[config.mk]
export PLATFORM = sky130hd
export DESIGN_NAME = dm_sba_arbiter
export DESIGN_NICKNAME = d
export VERILOG_FILES = /design/src/rtl/dm_sba_arbiter.sv
export SDC_FILE = /design/constraint.sdc
export NUM_CORES = 1
export LEC_CHECK = 0
export BUFFER_PORTS_ARGS = -buffer_cell sky130_fd_sc_hd__buf_2
export CAP_MARGIN = 20
export CORE_AREA = 2 2 109 111
export DETAILED_ROUTE_END_ITERATION = 6
export DIE_AREA = 0 0 111 113
export GPL_ROUTABILITY_DRIVEN = 0
export PLACE_DENSITY = 0.45
export REMOVE_ABC_BUFFERS = 1
export SLEW_MARGIN = 20
export SYNTH_ARGS = -nofsm -noshare
export SYNTH_HDL_FRONTEND = slang
export SYNTH_HIERARCHICAL = 1
export SYNTH_SLANG_ARGS = --single-unit
[constraint.sdc]
create_clock -name clk_i -period 2.4 [get_ports clk_i]
set_input_delay 0.48 -clock clk_i [delete_from_list [all_inputs] [get_ports clk_i]]
set_output_delay 0.48 -clock clk_i [all_outputs]
set_load 0.02 [all_outputs]
[src/rtl/dm_sba_arbiter.sv]
// Round-robin arbiter sharing one req/gnt/r_valid bus master between NrPorts requesters.
// Latency: request, grant and response paths are combinational; state updates on the next edge.
// Backpressure: the bus request is held off while MaxOutstanding transactions are in flight.

module dm_sba_fifo #(
   parameter int unsigned Width = 1,
   parameter int unsigned Depth = 2
) (
   input  logic             clk_i,
   input  logic             rst_ni,
   input  logic             wr_vld,
   input  logic [Width-1:0] wr_dat,
   output logic             full,
   input  logic             rd_rdy,
   output logic             rd_vld,
   output logic [Width-1:0] rd_dat
);
   localparam int unsigned PtrW = (Depth > 1) ? $clog2(Depth) : 1;
   localparam int unsigned CntW = $clog2(Depth + 1);

   logic [Width-1:0] mem [Depth];
   logic [PtrW-1:0]  wr_ptr, rd_ptr;
   logic [CntW-1:0]  cnt;
   logic             push, pop;

   function automatic logic [PtrW-1:0] ptr_inc(input logic [PtrW-1:0] p);
      return (p == PtrW'(Depth - 1)) ? '0 : p + 1'b1;
   endfunction

   assign full   = (cnt == CntW'(Depth));
   assign rd_vld = (cnt != '0);
   assign rd_dat = mem[rd_ptr];
   assign push   = wr_vld & ~full;
   assign pop    = rd_rdy & rd_vld;

   always_ff @(posedge clk_i or negedge rst_ni) begin
      if (!rst_ni) begin
         wr_ptr <= '0;
         rd_ptr <= '0;
         cnt    <= '0;
      end else begin
         if (push) wr_ptr <= ptr_inc(wr_ptr);
         if (pop)  rd_ptr <= ptr_inc(rd_ptr);
         cnt <= cnt + CntW'(push) - CntW'(pop);
      end
   end

   always_ff @(posedge clk_i) begin
      if (push) mem[wr_ptr] <= wr_dat;
   end
endmodule

module dm_sba_arbiter #(
   parameter int unsigned NrPorts        = 2,
   parameter int unsigned BusWidth       = 32,
   parameter int unsigned MaxOutstanding = 2
) (
   input  logic                                  clk_i,
   input  logic                                  rst_ni,
   input  logic [NrPorts-1:0]                    req_i,
   input  logic [NrPorts-1:0]                    we_i,
   input  logic [NrPorts-1:0][BusWidth-1:0]      addr_i,
   input  logic [NrPorts-1:0][BusWidth-1:0]      wdata_i,
   input  logic [NrPorts-1:0][BusWidth/8-1:0]    be_i,
   output logic [NrPorts-1:0]                    gnt_o,
   output logic [NrPorts-1:0]                    r_valid_o,
   output logic [BusWidth-1:0]                   r_rdata_o,
   output logic                                  master_req_o,
   output logic [BusWidth-1:0]                   master_add_o,
   output logic                                  master_we_o,
   output logic [BusWidth-1:0]                   master_wdata_o,
   output logic [BusWidth/8-1:0]                 master_be_o,
   input  logic                                  master_gnt_i,
   input  logic                                  master_r_valid_i,
   input  logic [BusWidth-1:0]                   master_r_rdata_i,
   output logic                                  unexpected_rsp_o
);
   localparam int unsigned IdxW = $clog2(NrPorts);
   localparam int unsigned BeW  = BusWidth / 8;

   typedef struct packed {
      logic                we;
      logic [BusWidth-1:0] addr;
      logic [BusWidth-1:0] wdata;
      logic [BeW-1:0]      be;
   } bus_req_t;

   logic [IdxW-1:0] rr_ptr, rr_ptr_d, lock_idx, lock_idx_d;
   logic [IdxW-1:0] arb_idx, sel, head_idx;
   logic            locked, locked_d;
   logic            fifo_full, fifo_vld, issue, grant, rsp_pop;
   bus_req_t        sel_req;

   // Circular search starting at the highest-priority port.
   always_comb begin
      int unsigned j;
      logic        found;
      arb_idx = rr_ptr;
      found   = 1'b0;
      j       = 0;
      for (int unsigned i = 0; i < NrPorts; i++) begin
         j = int'(rr_ptr) + i;
         if (j >= NrPorts) j = j - NrPorts;
         if (!found && req_i[j]) begin
            found   = 1'b1;
            arb_idx = IdxW'(j);
         end
      end
   end

   // A presented-but-ungranted request keeps the mux pinned until the bus accepts it.
   always_comb begin
      sel = arb_idx;
      if (!rst_ni)                      sel = '0;
      else if (locked && req_i[lock_idx]) sel = lock_idx;
   end

   assign issue   = rst_ni & (|req_i) & ~fifo_full;
   assign grant   = issue & master_gnt_i;
   assign rsp_pop = rst_ni & master_r_valid_i & fifo_vld;

   assign sel_req = '{we: we_i[sel], addr: addr_i[sel], wdata: wdata_i[sel], be: be_i[sel]};

   assign master_req_o     = issue;
   assign master_add_o     = sel_req.addr;
   assign master_we_o      = sel_req.we;
   assign master_wdata_o   = sel_req.wdata;
   assign master_be_o      = sel_req.be;
   assign r_rdata_o        = rst_ni ? master_r_rdata_i : '0;
   assign unexpected_rsp_o = rst_ni & master_r_valid_i & ~fifo_vld;

   always_comb begin
      gnt_o     = '0;
      r_valid_o = '0;
      if (grant)   gnt_o[sel]          = 1'b1;
      if (rsp_pop) r_valid_o[head_idx] = 1'b1;
   end

   always_comb begin
      rr_ptr_d   = rr_ptr;
      locked_d   = locked;
      lock_idx_d = lock_idx;
      if (grant) begin
         rr_ptr_d = (sel == IdxW'(NrPorts - 1)) ? '0 : sel + 1'b1;
         locked_d = 1'b0;
      end else if (issue) begin
         locked_d   = 1'b1;
         lock_idx_d = sel;
      end else if (locked && !req_i[lock_idx]) begin
         locked_d = 1'b0;
      end
   end

   always_ff @(posedge clk_i or negedge rst_ni) begin
      if (!rst_ni) begin
         rr_ptr   <= '0;
         locked   <= 1'b0;
         lock_idx <= '0;
      end else begin
         rr_ptr   <= rr_ptr_d;
         locked   <= locked_d;
         lock_idx <= lock_idx_d;
      end
   end

   // In-order record of which port owns each outstanding transaction.
   dm_sba_fifo #(
      .Width (IdxW),
      .Depth (MaxOutstanding)
   ) u_id_fifo (
      .clk_i  (clk_i),
      .rst_ni (rst_ni),
      .wr_vld (grant),
      .wr_dat (sel),
      .full   (fifo_full),
      .rd_rdy (rsp_pop),
      .rd_vld (fifo_vld),
      .rd_dat (head_idx)
   );
endmodule
==> metrics.cfg, run 1 <==
[floorplanning]
core_area_um2=11300
start_util=0.139
die_h_um=113
die_w_um=111
ios=283
die_area_um2=12500
row_count=39

[timing]
fin_skew_ns=0.00210
tightest_slew_ns=0.491
slew_headroom=0.670
rsz0062_at_grt=true
hold_violations=0
fin_crit_sh=0.980
period_minus_slack_ns=2.35
fmax_mhz=425
final_max_slew_viol_count=0
setup_viol=0

[worst_setup_path]
endpoint_kind=output pin
slowest_delay_ns=0.38
ff2ff_path_depth=10
cp.required_ns=1.92
cp_common_cell=buf_12
crit_slowest_cell=dfrtp_1
cp_max_fo=13
startpoint_type=flop
r2r_end=u_id_fifo/cnt[1]$_DFF_PN0_
rrSetupSlack_ns=0.16
rr_startpoint=u_id_fifo/cnt[1]$_DFF_PN0_
crit_type=flop to output pin
arrival_ns=1.87
critical_path.cell_chain=mux2i_2, o32ai_4, buf_12, buf_12, mux2_1, buf_2

[synthesis]
async_reset_ff_frac=0.778
syn_inst=159
ys_seq_elements=9
yosysSeqAreaShare=0.150
synth_top_flop_cell=dfrtp_1
synth_edf_count=2
syn_area_per_cell_um2=9.88
synthDistinctLibCells=27
yosysWarnings=6
syn-cell-area_um2=1570

[pwr]
p_leak_nw=1.88
p_seq_frac=0.138
switchingPower_mw=0.865
switching_share=0.438
clockPowerShare=0.150
ir_drop_uv=231
power_density_nw_per_um2=591
p_comb_frac=0.712
internal_power_mw=1.11
total_power_mw=1.97

[finish]
final_common_cell=buf_2
final_cell_mix=buf_2, mux2_1, and2_1
final_layout_size_suffix_gt1_frac=0.721
antenna_cells=0
fin_cells=588
fill_cells=1193
fin_nets=624
syn_to_final_growth_pct=113

[global_routing]
grtUsageTotal=0.107
grtUsageMet3=0.0187
grt_first_pass_wirelength_um=10900
antenna_found_initial=0
met1_usage=0.115
grt_pass1_vias=2276
grt_max_degree=48
grt.overflow.total=0
use_met2=0.218
busiest_layer=met2

[drt]
initialDrtViolationCount=29
routed_wl_um=8010
vias_per_cell=3.96
drc=0
route.detailed.wl_per_inst_um=13.6
drt_pass1_iterations=4
vias=2328
ant_nets=0

[worst_hold_path]
hold_class=input pin to async pin

[clock_tree]
clk_pin_slew_ns=0.04
clockRootBuffer=clkbuf_16
cts_hold_buffers=0
insertion_delay_ns=0.24
numClockSinks=9
htree_levels=1
numCtsBuffers=3
clockBufferDepth=2
cts_tree=done

[status]
status=finished, final reports clean

[placed_design]
dp_hpwl_um=6720
place_inst=579
io_buffers=282

[run]
maxCapViolCount=0

area by class of cell:
| type | instances | area [um^2] | area share |
|---|---|---|---|
| Timing Repair Buffer | 293 | 1570 | 0.472 |
| Multi-Input combinational cell | 134 | 1250 | 0.375 |
| Sequential cell | 9 | 235 | 0.0705 |
| Tap cell | 143 | 179 | 0.0536 |
| Clock buffer | 4 | 78.8 | 0.0236 |
| Inverter | 5 | 18.8 | 0.00562 |
worst max-delay path, delay by kind of cell, from the launching register on:
family          cells  cell delay [ns]
flops               1             0.38
compound gates      1             0.13
buf+inv             3             0.50
mux                 2             0.63
per-layer routing:
layer  vias to the layer above  share of wire
li1                       1127              -
met1                      1033           0.36
met2                       161           0.54
met3                         7          0.086
met4                         0         0.0095
met5                         -              0
kinds of logic (layout without fill, tap and decap cells):
| logic type | after synthesis | in the layout | share of synthesized area |
|---|---|---|---|
| buffers and inverters | 16 | 302 | 0.0701 |
| XOR/XNOR | 4 | 4 | 0.0223 |
| multiplexers | 74 | 74 | 0.529 |
| AO/OA/AOI/OAI | 2 | 2 | 0.0151 |
| adder cells (fa/ha/maj) | 2 | 2 | 0.0159 |
| flip-flops | 9 | 9 | 0.150 |
| AND/OR/NAND/NOR | 52 | 52 | 0.198 |
power groups by stage:
| stage | combinational (mW) | clock [mW] | sequential [mW] |
|---|---|---|---|
| 3_3_place_gp | 1.30 | 0 | 0.268 |
| 6_report | 1.40 | 0.296 | 0.272 |
| 4_1_cts | 1.31 | 0.303 | 0.268 |
| 2_1_floorplan | 0.818 | 0 | 0.258 |
| 3_5_place_dp | 1.30 | 0 | 0.270 |
| 5_1_grt | 1.51 | 0.311 | 0.279 |
worst max-delay path by stage:
| stage | from | endpoint | slack, ns | cells after the start |
|---|---|---|---|---|
| floorplan | rst_ni | master_add_o[0] | -2.28 | 3 |
| global placement | rst_ni | master_add_o[7] | 0.03 | 6 |
| detailed placement | rst_ni | master_add_o[6] | 0.02 | 6 |
| CTS | rst_ni | master_be_o[2] | 0.002 | 6 |
| global route | locked$_DFFE_PN0P_ | master_be_o[2] | -0.02 | 6 |
| finish | locked$_DFFE_PN0P_ | master_wdata_o[26] | 0.05 | 6 |
what timing repair did:
action | in CTS | in global routing
buffers inserted | 0 | 1
hold endpoints to repair | 0 | 0
setup endpoints to repair | 0 | 46
gates resized for setup | 0 | 4
Yosys cell counts (2+ instances only):
library cell / instances / share of area
mux2i_1: 2 / 0.013
nor2_1: 5 / 0.012
xnor2_1: 3 / 0.017
dfrtp_1: 7 / 0.11
mux2_1: 55 / 0.39
edfxtp_1: 2 / 0.038
ha_1: 2 / 0.016
inv_1: 4 / 0.0096
buf_6: 6 / 0.043
mux2_2: 17 / 0.12
and3_1: 3 / 0.012
nand2_1: 4 / 0.0096
clkbuf_1: 3 / 0.0072
and2_1: 33 / 0.13
per-stage QoR:
step                hold slack [ns]  utilization  instance area, um^2  setup slack (ns)  setup TNS [ns]
finish                        0.168        0.296                 3340            0.0479               0
global route                  0.174        0.296                 3340           -0.0172         -0.0614
CTS                           0.171        0.286                 3230           0.00225               0
detailed placement            0.417        0.279                 3150            0.0163               0
global placement              0.417        0.279                 3150            0.0256               0
floorplan                     0.184            -                 1480             -2.28         -162.32
state kept, by name (all words and copies together), names as in the netlist:
register and flops:
lock_idx 1, locked 1, rr_ptr 1, u_id_fifo/cnt 2
u_id_fifo/mem 2, u_id_fifo/rd_ptr 1, u_id_fifo/wr_ptr 1
(Power assumes the default switching activity.)
==> run 2: changes to the inputs <==
Settings changed: ABC_AREA set to 1, CTS_BUF_LIST set to sky130_fd_sc_hd__clkbuf_4, PLACE_DENSITY 0.45 to 0.48.
==> metrics.cfg, run 2 <==
[clock_tree]
insertion_delay_ns=0.26  ; +0.02 ns
numClockSinks=9  ; unchanged
clk_pin_slew_ns=0.06  ; +0.02 ns
clockRootBuffer=clkbuf_4
post_cts.repair.setup_buffers=0  ; unchanged
cts_hold_buffers=0  ; unchanged
numCtsBuffers=3  ; unchanged
htree_levels=1  ; unchanged
cts_tree=done
clockBufferDepth=2  ; unchanged

[pwr]
clockPowerShare=0.061  ; -0.089
p_leak_nw=2.50  ; +33%
p_seq_frac=0.117  ; -0.021
switching_share=0.591  ; +0.153
ir_drop_uv=301  ; +30%
p_comb_frac=0.822  ; +0.110
power_density_nw_per_um2=626  ; +5.8%
internal_power_mw=0.889  ; -20%
switchingPower_mw=1.29  ; +49%

[placed_design]
dp_hpwl_um=7510  ; +12%
io_buffers=282  ; unchanged
place_area_um2=3440  ; +9.1%
place_inst=786  ; +36%
place_ws_ns=0.0950  ; +0.0787 ns

[worst_setup_path]
rrSetupSlack_ns=0.47  ; +0.31 ns
setup.worst_path.start=lock_idx$_DFFE_PN0P_
rr_startpoint=u_id_fifo/cnt[1]$_DFF_PN0_
r2r_end=u_id_fifo/cnt[1]$_DFF_PN0_
cp.required_ns=1.92  ; about the same
endpoint_kind=output pin
crit_type=flop to output pin
cp_max_fo=23  ; +10
endpoint=master_add_o[8]
arrival_ns=1.76  ; -0.11 ns
startpoint_type=flop
ff2ff_path_depth=12  ; +2

[timing]
period_minus_slack_ns=2.24  ; -0.112 ns
setup_viol=0  ; unchanged
fin_crit_sh=0.933  ; -0.0467
rsz0062_at_grt=false
tightest_slew_ns=0.486  ; -0.00526 ns
tns_ns=0  ; unchanged
hold_violations=0  ; unchanged
fmax_mhz=446  ; +5.0%
final_max_slew_viol_count=0  ; unchanged
fin_skew_ns=0.00145  ; -0.000653 ns
timing.final.ws_setup_ns=0.160  ; +0.112 ns
slew_headroom=0.676  ; +0.00603

[floorplanning]
row_count=39  ; unchanged
die_w_um=111  ; unchanged
die_area_um2=12500  ; unchanged
ios=283  ; unchanged
core_area_um2=11300  ; unchanged
start_util=0.168  ; +0.0287
die_h_um=113  ; unchanged

[synthesis]
syn_area_per_cell_um2=4.91  ; -50%
syn-cell-area_um2=1890  ; +21%
synth_top_area_share=0.392  ; -0.00208
ys_top_cells_by_area=nand2_1, nand4_1, inv_1
yosysSeqAreaShare=0.124  ; -0.0256
synth_most_common_cell=nand2_1
synth_top_area_cell=nand2_1
synth_top_flop_cell=dfrtp_1
synth_edf_count=2  ; unchanged
yosysWarnings=6  ; unchanged
syn_inst=386  ; +140%
async_reset_ff_frac=0.778  ; unchanged
ys_seq_elements=9  ; unchanged
synthDistinctLibCells=16  ; -41%
netlist_top_cells_count=nand2_1, nand4_1, inv_1

[drt]
vias=3350  ; +44%
drc=0  ; unchanged
vias_per_cell=4.24  ; +7.1%
routed_wl_um=9410  ; +17%
ant_nets=0  ; unchanged
route.detailed.wl_per_inst_um=11.9  ; -13%
drt_pass1_iterations=4  ; unchanged
initialDrtViolationCount=140  ; +380%

[global_routing]
grtUsageTotal=0.136  ; +0.0290
grt.overflow.total=0  ; unchanged
grt_pass1_vias=3142  ; +38%
grt_first_pass_wirelength_um=14400  ; +33%
grt_max_degree=71  ; +48%
antenna_found_initial=1  ; +1

[finish]
fin_nets=826  ; +32%
final_common_cell=buf_2
final_cell_mix=buf_2, nand2_1, nand4_1
syn_to_final_growth_pct=83.6
final_core_util=0.308  ; +0.0124
fin_area_um2=3480  ; +4.2%
final_layout_size_suffix_gt1_frac=0.464  ; -0.258
fill_cells=1271  ; +6.5%
antenna_cells=0  ; unchanged
reg.largest.list=u_id_fifo/cnt (2), u_id_fifo/mem (2)
fin_cells=790  ; +34%

[worst_hold_path]
hold_class=input pin to async pin

[status]
status=finished, final reports clean

[run]
maxCapViolCount=0  ; unchanged

## run 2: cell types whose count changed after synthesis, moves of 4 or more
cell / delta
nand2_1: +194
nand4_1: +70
mux2_1: -55
inv_1: +50
and2_1: -33
mux2_2: -17
buf_2: +16
clkbuf_1: +9
buf_6: -6
nand3_1: +5
buf_1: +4
## run 2: worst min path at each step
stage / startpoint / end / slack (ns)
after global placement: rst_ni / u_id_fifo/rd_ptr$_DFFE_PN0P_ / 0.31
after global routing: rst_ni / u_id_fifo/rd_ptr$_DFFE_PN0P_ / 0.03
after CTS: rst_ni / u_id_fifo/rd_ptr$_DFFE_PN0P_ / 0.03
after floorplan: rst_ni / lock_idx$_DFFE_PN0P_ / 0.18
final: rst_ni / u_id_fifo/rd_ptr$_DFFE_PN0P_ / 0.03
after detailed placement: rst_ni / u_id_fifo/rd_ptr$_DFFE_PN0P_ / 0.31
## run 2: cells by family (layout without fill, tap and decap cells)
group / count (synthesis) / in the layout / share of synthesized area
AOI/OAI and AO/OA: 1 / 1 / 0.00264
adders and majority gates: 2 / 2 / 0.0132
buffers and inverters: 88 / 349 / 0.186
DFF: 9 / 9 / 0.124
and+or+nand+nor: 286 / 286 / 0.674
## run 2: metal layers
metal / GRT usage / part of all wire / wire length [um]
met5: 0 / 0 / 0
met2: 0.244 / 0.50 / 4730
met3: 0.0209 / 0.076 / 714
met4: 0.0467 / 0.023 / 214
met1: 0.167 / 0.40 / 3750
## run 2: area by class of cell
cell class	instances	area, um^2	area share
inverters	55	206	0.0594
well taps	143	179	0.0515
multi-input cells	289	1320	0.379
flip-flops and latches	9	235	0.0677
clock buffers	4	30.0	0.00864
repair buffers	290	1510	0.434
## run 2: power by group through the flow
stage | sequential, mW | combinational, mW | clock, mW
floorplan | 0.247 | 1.08 | 0
CTS | 0.254 | 1.80 | 0.135
global placement | 0.254 | 1.79 | 0
global route | 0.263 | 1.99 | 0.142
detailed placement | 0.257 | 1.79 | 0
finish | 0.255 | 1.79 | 0.132
## run 2: timing repair
item	in CTS	in global routing
setup endpoints to repair	0	59
hold endpoints to repair	0	0
resized for setup	0	4
## run 2: critical path, cell delays in order (launching register included)
cell and delay [ns]:
dfrtp_1 0.40, nand2_1 0.13, nand3_1 0.13, nand2_2 0.14, buf_4 0.30, nand4_1 0.15
nand2_1 0.10, buf_2 0.16
## run 2: metrics by stage
stage	hold WS, ns	power (mW)
2_1_floorplan	0.184	1.33
4_1_cts	0.0271	2.19
6_report	0.0319	2.18
5_1_grt	0.0270	2.40
3_5_place_dp	0.313	2.05
3_3_place_gp	0.314	2.04
==> run 3: changes to the inputs <==
Settings changed: BUFFER_PORTS_ARGS -buffer_cell sky130_fd_sc_hd__buf_2 to not set, CORE_AREA 2 2 109 111 to 2 2 111 113, DIE_AREA 0 0 111 113 to 0 0 113 115, DONT_BUFFER_PORTS set to 1, PLACE_DENSITY 0.48 to 0.3.
==> metrics.cfg, run 3 (synthesis results as in run 2) <==
[status]
status=finished, violations left
failed_checks=design-rule violations

[global_routing]
grt_pass1_vias=1954  ; -38%
grt_first_pass_wirelength_um=10400  ; -28%
antenna_found_initial=0  ; -1
grt.overflow.total=0  ; unchanged
grtUsageTotal=0.0992  ; -0.0371
grt_max_degree=108  ; +52%

[clock_tree]
numClockSinks=9  ; unchanged
numCtsBuffers=3  ; unchanged
htree_levels=1  ; unchanged
cts_tree=done
insertion_delay_ns=0.26  ; about the same
clockBufferDepth=2  ; unchanged
post_cts.repair.setup_buffers=0  ; unchanged
clk_pin_slew_ns=0.07  ; about the same
clockRootBuffer=clkbuf_4

[floorplanning]
row_count=40  ; +2.6%
die_w_um=113  ; +1.8%
die_area_um2=13000  ; +3.6%
start_util=0.160  ; -0.00767
ios=283  ; unchanged
core_area_um2=11800  ; +4.8%
die_h_um=115  ; +1.8%

[pwr]
clockPowerShare=0.079  ; +0.018
internal_power_mw=0.586  ; -34%
p_leak_nw=1.34  ; -46%
switchingPower_mw=1.15  ; -10%
ir_drop_uv=252  ; -16%
switching_share=0.663  ; +0.0719
power_density_nw_per_um2=843  ; +35%
p_comb_frac=0.776  ; -0.046
p_seq_frac=0.146  ; +0.029

[timing]
tns_ns=0  ; unchanged
fin_crit_sh=0.932  ; -0.00136
hold_ws_ns=0.390  ; +0.358 ns
period_minus_slack_ns=2.24  ; -0.00326 ns
setup_viol=0  ; unchanged
slew_headroom=0.745  ; +0.0691
final_max_slew_viol_count=0  ; unchanged
fmax_mhz=447  ; +0.15%
fin_skew_ns=0.000356  ; -0.00109 ns
hold_violations=0  ; unchanged
tightest_slew_ns=0.381  ; -0.105 ns

[finish]
final_layout_size_suffix_gt1_frac=0.0492  ; -0.414
fin_area_um2=2070  ; -41%
fill_cells=1383  ; +8.8%
fin_nets=545  ; -34%
final_cell_mix=nand2_1, nand4_1, inv_1
final_common_cell=nand2_1
antenna_cells=0  ; unchanged
reg.largest.list=u_id_fifo/cnt (2), u_id_fifo/mem (2)
syn_to_final_growth_pct=9.05

[drt]
vias_per_cell=4.77  ; +13%
drt_pass1_iterations=6  ; +2
vias=2449  ; -27%
route.detailed.wl_per_inst_um=15.3  ; +28%
ant_nets=0  ; unchanged
drc=9  ; +9
initialDrtViolationCount=134  ; -4.3%
routed_wl_um=7840  ; -17%

[worst_setup_path]
rr_startpoint=u_id_fifo/cnt[0]$_DFF_PN0_
startpoint_type=flop
crit_slowest_cell=dfrtp_1
critical_path.cell_chain=inv_1, nand2_1, nand3_1, nand2_2, nand3_2, buf_12, nand2_1, nand2_1
cp_max_fo=72  ; +210%
cp_common_cell=nand2_1
crit_family=simple AND/OR/NAND/NOR gates
cp.required_ns=1.92  ; about the same
slowest_delay_ns=0.40  ; about the same
ff2ff_path_depth=13  ; +1
arrival_ns=1.76  ; about the same
r2r_end=u_id_fifo/cnt[1]$_DFF_PN0_
crit_buf_inv=2  ; unchanged
setup.worst_path.start=lock_idx$_DFFE_PN0P_
endpoint_kind=output pin
rrSetupSlack_ns=0.53  ; +0.06 ns
crit_type=flop to output pin

[placed_design]
place_area_um2=2010  ; -41%
io_buffers=0  ; -100%
dp_hpwl_um=6000  ; -20%

[worst_hold_path]
holdPathStages=2
hold_class=input pin to flop
whs_endpoint=lock_idx$_DFFE_PN0P_
hold_start=rst_ni

[run]
maxCapViolCount=0  ; unchanged

[run 3: cell types whose count changed in the layout (fill, tap and decap cells not counted)]
cell	previous run	this run
buf_2	281	0
buf_8	1	0
buf_4	5	4
buf_6	1	3
dlygate4sd3_1	0	1
buf_12	2	1
[run 3: layout make-up]
| type | instances | area, um^2 | area share |
|---|---|---|---|
| Clock buffer | 4 | 30.0 | 0.0145 |
| Inverter | 55 | 206 | 0.0999 |
| Multi-Input combinational cell | 289 | 1320 | 0.637 |
| Sequential cell | 9 | 235 | 0.114 |
| Tap cell | 147 | 184 | 0.0890 |
| Timing Repair Buffer | 9 | 93.8 | 0.0454 |
[run 3: worst max-delay path by stage]
stage                         endpoint  slack [ns]  cells past startpoint
global placement     master_wdata_o[2]        0.20                      7
CTS                  master_wdata_o[2]        0.04                      6
floorplan                     gnt_o[0]       -1.04                      6
global route           master_add_o[3]      -0.008                      9
finish              master_wdata_o[28]        0.16                      8
detailed placement   master_wdata_o[2]        0.23                      7
[run 3: power by group through the flow]
stage          Sequential, mW  Clock (mW)  Combinational (mW)
6_report                0.254       0.137                1.35
5_1_grt                 0.262       0.149                1.48
4_1_cts                 0.254       0.143                1.35
3_5_place_dp            0.258           0                1.34
3_3_place_gp            0.257           0                1.35
2_1_floorplan           0.247           0                1.08
[run 3: layer usage]
| metal | track usage | vias up | part of all wire |
|---|---|---|---|
| li1 | - | 1189 | - |
| met1 | 0.125 | 1104 | 0.39 |
| met2 | 0.172 | 140 | 0.51 |
| met3 | 0.0100 | 16 | 0.073 |
| met4 | 0.0439 | 0 | 0.032 |
| met5 | 0 | - | 0 |
[run 3: what timing repair did]
item                                    CTS  global route
hold buffers                              1             0
hold endpoints to repair                  7             0
gates resized for setup                   0             3
endpoints found under the setup margin    0            29
[run 3: through the flow]
stage	total power [mW]	worst slack, ns	std cells	util
finish	1.74	0.163	513	0.175
global route	1.89	-0.00760	513	0.175
CTS	1.75	0.0449	513	0.174
detailed placement	1.60	0.230	508	0.171
global placement	1.60	0.196	508	0.171
floorplan	1.33	-1.04	353	-
